==> src/rtl/mem_access_ctrl.sv <==
// mem_access_ctrl: MEM-stage data-SRAM access sequencer (IDLE/REQ/DONE) with load alignment/extension.
// Optional feature: define MEM_ALIGN_CHECK_EN to raise address-error exceptions on misaligned half/word accesses.
module mem_access_ctrl (
  input  logic        cpu_clk_50M,
  input  logic        cpu_rst_n,
  input  logic [7:0]  mem_aluop,
  input  logic [31:0] mem_wd,
  input  logic [31:0] mem_din,
  input  logic [4:0]  mem_exccode,
  input  logic        flush,
  output logic        dsram_req,
  output logic        dsram_we,
  output logic [3:0]  dsram_be,
  output logic [31:0] dsram_addr,
  output logic [31:0] dsram_wdata,
  input  logic        dsram_ack,
  input  logic [31:0] dsram_rdata,
  output logic        stall_req_mem,
  output logic [31:0] ld_data,
  output logic [4:0]  exccode_o,
  output logic [31:0] badvaddr
);
  localparam logic [7:0] OP_LB  = 8'h90;
  localparam logic [7:0] OP_LBU = 8'h91;
  localparam logic [7:0] OP_LH  = 8'h92;
  localparam logic [7:0] OP_LHU = 8'h93;
  localparam logic [7:0] OP_LW  = 8'h94;
  localparam logic [7:0] OP_SB  = 8'h98;
  localparam logic [7:0] OP_SH  = 8'h99;
  localparam logic [7:0] OP_SW  = 8'h9A;
  localparam logic [4:0] EXC_NONE = 5'h10;
  localparam logic [4:0] EXC_ADEL = 5'h04;
  localparam logic [4:0] EXC_ADES = 5'h05;

  typedef enum logic [1:0] {IDLE, REQ, DONE} state_t;

  state_t      state_q, state_d;
  logic        kill_q, kill_d;
  logic        req_q, req_d;
  logic        we_q, we_d;
  logic [3:0]  be_q, be_d;
  logic [31:0] addr_q, addr_d;
  logic [31:0] wdata_q, wdata_d;
  logic [31:0] rword_q, rword_d;
  logic [7:0]  op_q, op_d;
  logic [1:0]  lo_q, lo_d;

  logic        is_byte, is_half, is_word, is_st, is_acc, mis, go;
  logic [3:0]  be_new;
  logic [31:0] wd_new;
  logic [7:0]  lane_b;
  logic [15:0] lane_h;

  assign is_byte = mem_aluop == OP_LB || mem_aluop == OP_LBU || mem_aluop == OP_SB;
  assign is_half = mem_aluop == OP_LH || mem_aluop == OP_LHU || mem_aluop == OP_SH;
  assign is_word = mem_aluop == OP_LW || mem_aluop == OP_SW;
  assign is_st   = mem_aluop == OP_SB || mem_aluop == OP_SH || mem_aluop == OP_SW;
  assign is_acc  = is_byte || is_half || is_word;

`ifdef MEM_ALIGN_CHECK_EN
  assign mis = ((is_half && mem_wd[0]) || (is_word && mem_wd[1:0] != 2'b00)) && mem_exccode == EXC_NONE;
`else
  assign mis = 1'b0;
`endif

  assign go     = is_acc && mem_exccode == EXC_NONE && !flush && !mis;
  assign be_new = is_byte ? 4'b0001 << mem_wd[1:0] : is_half ? 4'b0011 << {mem_wd[1], 1'b0} : 4'b1111;
  assign wd_new = is_byte ? {4{mem_din[7:0]}} : is_half ? {2{mem_din[15:0]}} : mem_din;

  // State and request/capture registers; reset abandons any transaction in flight.
  always_ff @(posedge cpu_clk_50M or negedge cpu_rst_n) begin
    if (!cpu_rst_n) begin
      state_q <= IDLE;
      kill_q  <= 1'b0;
      req_q   <= 1'b0;
      we_q    <= 1'b0;
      be_q    <= 4'b0;
      addr_q  <= 32'b0;
      wdata_q <= 32'b0;
      rword_q <= 32'b0;
      op_q    <= 8'b0;
      lo_q    <= 2'b0;
    end else begin
      state_q <= state_d;
      kill_q  <= kill_d;
      req_q   <= req_d;
      we_q    <= we_d;
      be_q    <= be_d;
      addr_q  <= addr_d;
      wdata_q <= wdata_d;
      rword_q <= rword_d;
      op_q    <= op_d;
      lo_q    <= lo_d;
    end
  end

  // Next state: launch in IDLE, hold until ack in REQ, one DONE cycle unless the access was flushed.
  always_comb begin
    state_d = state_q;
    kill_d  = kill_q;
    req_d   = req_q;
    we_d    = we_q;
    be_d    = be_q;
    addr_d  = addr_q;
    wdata_d = wdata_q;
    rword_d = rword_q;
    op_d    = op_q;
    lo_d    = lo_q;
    case (state_q)
      IDLE: if (go) begin
        state_d = REQ;
        kill_d  = 1'b0;
        req_d   = 1'b1;
        we_d    = is_st;
        be_d    = be_new;
        addr_d  = {mem_wd[31:2], 2'b00};
        wdata_d = wd_new;
        op_d    = mem_aluop;
        lo_d    = mem_wd[1:0];
      end
      REQ: begin
        kill_d = kill_q || flush;
        if (dsram_ack) begin
          state_d = (kill_q || flush) ? IDLE : DONE;
          kill_d  = 1'b0;
          req_d   = 1'b0;
          we_d    = 1'b0;
          be_d    = 4'b0;
          addr_d  = 32'b0;
          wdata_d = 32'b0;
          rword_d = dsram_rdata;
        end
      end
      default: state_d = IDLE;
    endcase
  end

  assign lane_b = rword_q[{lo_q, 3'b000} +: 8];
  assign lane_h = lo_q[1] ? rword_q[31:16] : rword_q[15:0];

  // Load result: lane select plus sign/zero extension, only presented in DONE.
  always_comb begin
    ld_data = 32'b0;
    if (state_q == DONE)
      ld_data = op_q == OP_LB  ? {{24{lane_b[7]}}, lane_b} :
                op_q == OP_LBU ? {24'b0, lane_b} :
                op_q == OP_LH  ? {{16{lane_h[15]}}, lane_h} :
                op_q == OP_LHU ? {16'b0, lane_h} :
                op_q == OP_LW  ? rword_q : 32'b0;
  end

  assign dsram_req     = req_q;
  assign dsram_we      = we_q;
  assign dsram_be      = be_q;
  assign dsram_addr    = addr_q;
  assign dsram_wdata   = wdata_q;
  assign stall_req_mem = cpu_rst_n && ((state_q == IDLE && go) || state_q == REQ);
  assign exccode_o     = mis ? (is_st ? EXC_ADES : EXC_ADEL) : mem_exccode;
  assign badvaddr      = (cpu_rst_n && mis) ? mem_wd : 32'b0;
endmodule
==> config.mk <==
export PLATFORM = sky130hd
export DESIGN_NAME = mem_access_ctrl
export DESIGN_NICKNAME = d
export VERILOG_FILES = /design/src/rtl/mem_access_ctrl.sv
export SDC_FILE = /design/constraint.sdc
export NUM_CORES = 1
export LEC_CHECK = 0
export ABC_AREA = 1
export CAP_MARGIN = 10
export CORE_MARGIN = 2
export CORE_UTILIZATION = 48
export DETAILED_ROUTE_END_ITERATION = 8
export PLACE_DENSITY = 0.87
export SLEW_MARGIN = 20
export SYNTH_ARGS = -nofsm -noshare
export SYNTH_HDL_FRONTEND = slang
export SYNTH_SLANG_ARGS = --single-unit
==> constraint.sdc <==
create_clock -name cpu_clk_50M -period 3.5 [get_ports cpu_clk_50M]
set_input_delay 0.525 -clock cpu_clk_50M [delete_from_list [all_inputs] [get_ports cpu_clk_50M]]
set_output_delay 0.525 -clock cpu_clk_50M [all_outputs]
set_load 0.1 [all_outputs]
==> results.py <==
metrics = {
    "timing": {
        "finalSetupTns_ns": 0,
        "finalHoldViolCount": 0,
        "final-setup-viol-count": 0,
        "slew_headroom": 0.300,
        "clock.fmax_mhz": 330,
        "fin_skew_ns": 0.00944,
        "finalMaxSlewViolations": 0,
        "layout_min_cycle_time_ns": 3.03,
        "fin_crit_sh": 0.865,
        "rsz0062_at_grt": "false",
        "worst_pin_slew_ns": 1.05,
    },
    "worst_setup_path": {
        "reg2reg_to": "rword_q[0]",
        "crit_type": "reg -> out",
        "crit_arrival_ns": 2.50,
        "ff2ff_path_depth": 7,
        "ff2ff_setup_slack_ns": 1.59,
        "crit_fanout": 16,
        "cp_common_cell": "nand2_1",
        "required_ns": 2.97,
        "start_kind": "register",
        "end_kind": "output port",
        "critical_path.top_delay_family": "simple AND/OR/NAND/NOR gates",
        "crit_chain": "inv_1 > nand2_1 > nor2_4 > nand3_1 > nand2_1 > nand2_1 > a21oi_1 > buf_12",
        "max_stage_delay_ns": 0.54,
        "r2r-start": "state_q[0]",
        "slowest_stage": "nand3_1",
        "worst-path-buf-inv": 2,
        "cp_num_cells": 8,
    },
    "detailed_routing": {
        "drt_wl_total_um": 19100,
        "vias": 6514,
        "drt-vias-per-instance": 5.04,
        "drc": 0,
        "ant_nets": 0,
        "drt_iter0_drc": 445,
        "routedWlPerCell_um": 14.7,
        "firstDrtPassIters": 5,
    },
    "power": {
        "p_leak_nw": 4.79,
        "ir_drop_v": 0.000250,
        "p_per_area_nw_per_um2": 394,
        "p_total_mw": 3.69,
    },
    "place": {
        "io_buffers": 218,
        "routabilityCongestion": 0.905,
        "dp_cells": 1261,
        "dp_hpwl_um": 13800,
    },
    "global_route": {
        "grt-ovfl-total": 0,
        "grt_max_degree": 61,
        "grt_pass1_vias": 6357,
        "grt_pass1_wl_um": 31000,
        "track_usage": 0.275,
        "antenna_found_initial": 0,
    },
    "clocking": {
        "clkLatencyLatePin_ns": 0.41,
        "postCtsSetupBuffers": 0,
        "clock_tree.root_cell": "clkbuf_16",
        "htreeDepth": 4,
        "clk_path_buf_depth": 2,
        "cts_made_buffers": 17,
        "cts_tree": "done",
        "cts-resized-gates": 0,
        "clock_sinks": 113,
        "clk_pin_slew_ns": 0.05,
        "cts_hold_buf": 0,
    },
    "die": {
        "core_area_um2": 13100,
        "fp.dieH_um": 119,
        "ios": 253,
        "die_area_um2": 14200,
        "rows": 42,
        "die_w_um": 119,
        "start_util": 0.487,
    },
    "final_layout": {
        "diodes": 0,
        "drive_gt1_frac": 0.0949,
        "layout.cells.non_filler": 1293,
        "final_cell_mix": "380 x nand2_1, 179 x clkdlybuf4s50_1, 122 x nand3_1, 113 x dfrtp_1, 59 x inv_1",
        "area_growth_syn_to_layout_pct": 46.9,
        "nets": 1217,
        "fillers": 1020,
        "layout_commonest_cell": "nand2_1",
    },
    "yosys": {
        "syn_inst": 906,
        "netlist_area_um2": 6370,
        "ys_types": 25,
        "seq_area_frac_synth": 0.444,
        "ys_ff_latch": 113,
        "ys.warnings.count": 0,
        "postSynthAreaPerCell_um2": 7.03,
    },
    "run_status": {
        "status": "complete, no violations",
    },
    "flow_run": {
        "drv_cap": 0,
    },
    "min_path": {
        "hp-class": "in -> async",
    },
}
logic make-up after synthesis:
group,after synthesis,share of synthesized area
simple gates,561,0.367
buf+inv,152,0.125
flops,113,0.444
compound gates,79,0.0637
other cells,1,0.000589
metrics by stage:
stage                     hold slack [ns]  area (um^2)  setup WS [ns]   util
after global routing                0.338         9350          0.271  0.715
after CTS                           0.300         9350          0.476  0.715
final                               0.287         9350          0.471  0.715
after detailed placement            0.456         8770          0.851  0.670
after floorplan                     0.229         6490          0.326      -
after global placement              0.450         8770          0.868  0.670
sequential cells by signal, summed over array words and instances, names as in the netlist:
signal and cells:
dsram_wdata 32, rword_q 32, dsram_addr 30, op_q 8, dsram_be 4, lo_q 2
state_q 2, dsram_req 1, dsram_we 1, kill_q 1
area by class of cell:
type,count,area [um^2],share of cell area
multi-input cells,674,2870,0.307
repair buffers,233,2610,0.279
inverters,65,244,0.0261
well taps,176,220,0.0236
clock inverters,12,123,0.0131
flip-flops and latches,113,2830,0.302
clock buffers,20,457,0.0488
routing by layer:
metal | share of wire | routed length [um] | global-route usage
met2 | 0.48 | 9060 | 0.437
met3 | 0.099 | 1890 | 0.0915
met5 | 0 | 0 | 0
met1 | 0.39 | 7420 | 0.330
met4 | 0.037 | 696 | 0.146
Yosys cell counts:
master     count  area [um^2]
nand2_2        5         31.3
nor3_2         1         10.0
nor2_1        40          150
nand4_1        4         25.0
nand3_1      122          611
conb_1         1         3.75
buf_1          2         7.51
nand2_1      381         1430
buf_6          5         56.3
inv_2          6         22.5
or2_0          1         6.26
buf_4         43          323
a21boi_0       1         7.51
o2111ai_1      1         8.76
dfrtp_1      113         2830
clkbuf_1      16         60.1
buf_2         21          105
inv_1         59          221
or2_2          3         18.8
nor2_8         1         20.0
a21oi_1       40          200
o21ai_2        1         8.76
o21ai_0       36          180
nor2_4         1         11.3
nand3_2        2         20.0
how the worst max path moves through the flow:
stage,end,slack [ns],start
finish,ld_data[19],0.47,op_q[5]
global route,ld_data[4],0.27,op_q[5]
CTS,ld_data[19],0.48,op_q[5]
detailed placement,op_q[7],0.85,mem_aluop[3]
global placement,op_q[7],0.87,mem_aluop[1]
floorplan,stall_req_mem,0.33,mem_aluop[6]
power by group:
group	total, mW	internal, mW	switching (mW)
Sequential	1.41	1.36	0.0425
Clock	1.66	1.03	0.634
Combinational	0.620	0.184	0.436
No activity file was read; power rests on OpenSTA's default activity.
